## src/rtl/neuron_mac.sv

```systemverilog
`default_nettype none
// ============================================================================
// Module   : neuron_mac
// Purpose  : Multiply-accumulate core for one neuron. It starts from a Q12.20
//            bias and adds N products of a Q3.5 input and a Q1.15 weight. The
//            32-bit running sum saturates, and a sticky flag records any
//            saturation.
// Revision : 1.0 - initial release
//
// Ports
//   iClk    in   1   clock; all state changes on the rising edge
//   iRst_n  in   1   asynchronous active-low reset
//   iStart  in   1   begin an evaluation (honoured in IDLE only)
//   iBias   in  32   signed Q12.20 bias, captured with iStart
//   iValid  in   1   iX/iW pair offered
//   iX      in   8   signed Q3.5 input
//   iW      in  16   signed Q1.15 weight
//   oReady  out  1   a pair is accepted this cycle if iValid is high (ACC)
//   oAcc    out 32   signed Q12.20 accumulator
//   oDone   out  1   one-cycle pulse, oAcc final
//   oBusy   out  1   high in ACC and DONE
//   oOvf    out  1   sticky saturation flag for the current evaluation
// ============================================================================
module neuron_mac #(
  parameter int N = 4
) (
  input  logic        iClk,
  input  logic        iRst_n,
  input  logic        iStart,
  input  logic [31:0] iBias,
  input  logic        iValid,
  input  logic [7:0]  iX,
  input  logic [15:0] iW,
  output logic        oReady,
  output logic [31:0] oAcc,
  output logic        oDone,
  output logic        oBusy,
  output logic        oOvf
);

  typedef enum logic [1:0] {
    S_IDLE = 2'd0,
    S_ACC  = 2'd1,
    S_DONE = 2'd2
  } state_t;

  localparam logic [7:0] C_LAST = 8'(N - 1);

  state_t             r_state;
  state_t             w_next;
  logic [31:0]        r_acc;
  logic [7:0]         r_cnt;
  logic               r_ovf;

  logic               w_accept;
  logic signed [23:0] w_prod;
  logic [32:0]        w_sum;
  logic               w_pos_ovf;
  logic               w_neg_ovf;
  logic [31:0]        w_sat;

  assign w_accept = (r_state == S_ACC) && iValid;

  // Q3.5 x Q1.15 gives Q4.20, which lines up with the Q12.20 accumulator.
  assign w_prod = $signed(iX) * $signed(iW);

  // A 33-bit sum keeps the true result. Bits 32 and 31 differ only on overflow.
  assign w_sum     = {r_acc[31], r_acc} + {{9{w_prod[23]}}, w_prod};
  assign w_pos_ovf = (w_sum[32:31] == 2'b01);
  assign w_neg_ovf = (w_sum[32:31] == 2'b10);

  always_comb begin
    w_sat = w_sum[31:0];
    if (w_pos_ovf) begin
      w_sat = 32'h7FFF_FFFF;
    end else if (w_neg_ovf) begin
      w_sat = 32'h8000_0000;
    end
  end

  // State register
  always_ff @(posedge iClk or negedge iRst_n) begin
    if (!iRst_n) begin
      r_state <= S_IDLE;
    end else begin
      r_state <= w_next;
    end
  end

  // Next-state logic
  always_comb begin
    w_next = r_state;
    case (r_state)
      S_IDLE: begin
        if (iStart) begin
          w_next = S_ACC;
        end
      end
      S_ACC: begin
        if (w_accept && (r_cnt == C_LAST)) begin
          w_next = S_DONE;
        end
      end
      S_DONE: begin
        w_next = S_IDLE;
      end
      default: begin
        w_next = S_IDLE;
      end
    endcase
  end

  // Datapath: the accumulator, the pair counter and the sticky overflow flag
  always_ff @(posedge iClk or negedge iRst_n) begin
    if (!iRst_n) begin
      r_acc <= 32'd0;
      r_cnt <= 8'd0;
      r_ovf <= 1'b0;
    end else if ((r_state == S_IDLE) && iStart) begin
      r_acc <= iBias;
      r_cnt <= 8'd0;
      r_ovf <= 1'b0;
    end else if (w_accept) begin
      r_acc <= w_sat;
      r_cnt <= r_cnt + 8'd1;
      if (w_pos_ovf || w_neg_ovf) begin
        r_ovf <= 1'b1;
      end
    end
  end

  assign oAcc   = r_acc;
  assign oOvf   = r_ovf;
  assign oReady = (r_state == S_ACC);
  assign oDone  = (r_state == S_DONE);
  assign oBusy  = (r_state == S_ACC) || (r_state == S_DONE);

endmodule
`default_nettype wire

```

## config.mk

```make
export PLATFORM = sky130hd
export DESIGN_NAME = neuron_mac
export DESIGN_NICKNAME = d
export VERILOG_FILES = /design/src/rtl/neuron_mac.sv
export SDC_FILE = /design/constraint.sdc
export NUM_CORES = 1
export LEC_CHECK = 0
export CAP_MARGIN = 20
export CELL_PAD_IN_SITES_DETAIL_PLACEMENT = 1
export CELL_PAD_IN_SITES_GLOBAL_PLACEMENT = 1
export CORE_UTILIZATION = 40
export CTS_CLUSTER_SIZE = 12
export DETAILED_ROUTE_END_ITERATION = 10
export HOLD_SLACK_MARGIN = 0.08
export PLACE_DENSITY_LB_ADDON = 0.1
export SYNTH_ARGS = -nofsm -noshare
export SYNTH_HDL_FRONTEND = slang
export SYNTH_SLANG_ARGS = --single-unit
```

## constraint.sdc

```tcl
create_clock -name iClk -period 18.1 [get_ports iClk]
set_input_delay 3.62 -clock iClk [delete_from_list [all_inputs] [get_ports iClk]]
set_output_delay 3.62 -clock iClk [all_outputs]
set_load 0.1 [all_outputs]
```

==> flow_summary.ini <==
[detailed_routing]
drc_errors = 0
firstDrtPassIters = 4
viasPerCell = 5.280
vias = 6848
drt-initial-drc-count = 183
ant_nets = 0
totalWireLength_mm = 24.64
wire_per_inst_um = 19.00

[cts]
clkLatencyLatePin_ns = 0.29
clk_pin_slew_ns = 0.06
cts_root_buffer = clkbuf_16
numCtsBuffers = 5
cts.repair.resized = 0
cts_max_level = 2
hold_buffers = 0
clk_path_buf_depth = 2
tritoncts = built
post_cts_buffers = 0
numClockSinks = 43

[grt]
grt_max_degree = 44
track_usage_pct = 24.04
grt_first_pass_wirelength_mm = 41.48
antenna_found_initial = 0
grt_overflow = 0
grt_pass1_vias = 7672

[yosys]
synthFlopType = dfrtp_1
synthSimpleGateAreaFrac_pct = 15.30
async_flop_share_pct = 100.0
syn_inst = 940
netlist_area_um2 = 8761
synth_fp_nets = 1244
synth_area_per_cell_um2 = 9.320
ys_ff_latch = 43
ys_seq_area_share_pct = 12.28
synth.area.mux_share_pct = 0.4570
synth-xor-area-share_pct = 2.899
synth_top_family_by_area = adder cells
synthDistinctLibCells = 54
synth_compound_area_share_pct = 13.01
yosys.area_share.adder_pct = 48.90
synth_edf_count = 0
ys_warn_count = 0

[placed_design]
gp_congestion = 0.8686
port_buffers = 95
hpwl_mm = 21.01

[final_layout]
drive_gt1_share_pct = 2.740
fin_nets = 1326
multi_input_area_um2 = 7059
nFillCells = 2472
layout_common_cells = 164 x fa_1, 137 x inv_1, 94 x clkdlybuf4s50_1, 91 x nand2_1, 80 x ha_1
antenna_cells = 0
seq_area_um2 = 1076
area_delta_synth_final_pct = 16.10
final_common_cell = fa_1

[timing]
fin_tns_setup_ns = 0
drv_slew = 0
layout_min_cycle_time_ns = 10.65
finalSetupViolations = 0
rsz0062_at_grt = false
clock-skew-final_ns = 0.01179
max_freq_mhz = 93.87
slew_headroom_pct = 34.15
fin_crit_sh_pct = 58.86
final_hold_viol_count = 0
tightest_slew_ns = 0.9847

[worst_setup_path]
cpMaxStageDelayCell = nor3_1
cp-end-kind = flop
cp_data_required_time_ns = 18.27
reg2regPathDepth = 21
max_stage_delay_ns = 0.81
cpMostUsedCell = fa_1
path_cells = clkdlybuf4s50_1, buf_4, and2_1, fa_1, fa_1, fa_1, fa_1, ha_1, ha_1, a21o_1, a211oi_1, a21oi_1, a21oi_4, o211ai_2, a211oi_1, nor3_1, ha_1, nor3_1, o21ai_0, o221a_2
cp_data_arrival_time_ns = 10.82
rrSetupSlack_ns = 11.52
reg2reg_from = oAcc[6]
crit_fanout = 16
path_class = in -> reg
start_kind = input pin
r2r-end = oAcc[9]

[floorplan]
fp.dieW_um = 150.0
initial_core_util_pct = 41.29
die_h_um = 150.0
ios = 96
rows = 53
core-area_um2 = 21220
dieArea_um2 = 22500

[status]
status = finished clean

[worst_hold_path]
worst_hold_path.num_cells = 2
hold_start = r_cnt[7]
hp-class = reg -> reg
worstHoldEndpoint = r_cnt[7]

[flow_run]
maxCapViolCount = 0
-- worst max-delay path by stage --
stage / from / end
2_1_floorplan: iX[0] / oAcc[17]
3_5_place_dp: iX[2] / oAcc[9]
4_1_cts: iX[2] / oAcc[9]
3_3_place_gp: iX[2] / oAcc[9]
5_1_grt: iX[0] / oAcc[9]
6_report: iX[1] / oAcc[9]
-- registers in the layout, indices dropped and copies added (netlist names) --
| register | cells |
|---|---|
| oAcc | 32 |
| r_state | 2 |
| r_cnt | 8 |
| oOvf | 1 |
-- layout make-up --
| cell class | count | area share [%] |
|---|---|---|
| multi-input cells | 730 | 69.41 |
| flip-flops and latches | 43 | 10.58 |
| repair buffers | 104 | 10.09 |
| inverters | 138 | 5.093 |
| well taps | 275 | 3.383 |
| clock buffers | 6 | 1.365 |
| clock inverters | 1 | 0.08611 |
-- through the flow --
step                hold WS [ns]  instance area [um2]  setup WS [ns]  cells  util, %
detailed placement        0.5354                10000          7.101   1289    47.14
CTS                       0.5526                10150          7.369   1296    47.84
finish                    0.5505                10170          7.447   1297    47.93
global route              0.5890                10170          6.898   1297    47.93
floorplan                 0.4995                 8761          8.448    940        -
global placement          0.5150                10000          7.261   1289    47.14
-- cells in the mapped netlist (all sizes together) (9+ instances only) --
| cell type | n | area share (%) |
|---|---|---|
| clkbuf | 27 | 1.2 |
| o21ai | 44 | 2.5 |
| fa | 164 | 37 |
| nand2 | 91 | 3.9 |
| a211oi | 9 | 0.77 |
| dfrtp | 43 | 12 |
| xnor2 | 19 | 1.9 |
| nor2 | 61 | 2.6 |
| ha | 80 | 11 |
| and2 | 74 | 5.3 |
| nand3 | 11 | 0.63 |
| a21oi | 54 | 3.2 |
| xor2 | 10 | 1.0 |
| inv | 138 | 5.9 |
| a21o | 10 | 0.86 |
-- worst max-delay path: cells and delay by family --
kind / cells / cell delay (ns)
and+or+nand+nor: 3 / 1.70
buffers and inverters: 2 / 0.69
AOI/OAI and AO/OA: 8 / 1.67
adders and majority gates: 7 / 3.13
-- metal layers --
metal / wire (um) / track usage [%]
met1: 11530 / 33.75
met2: 11820 / 40.23
met3: 872 / 2.256
met4: 417 / 5.051
met5: 0 / 0
-- logic make-up after synthesis --
group	after synthesis
buf+inv	167
compound gates	176
fa+ha+maj	244
xor+xnor	29
simple gates	277
mux	4
flops	43
Power is left out: the tool's default activity adds up to more than one toggle a clock period on the data nets, which glitch-free logic cannot reach.
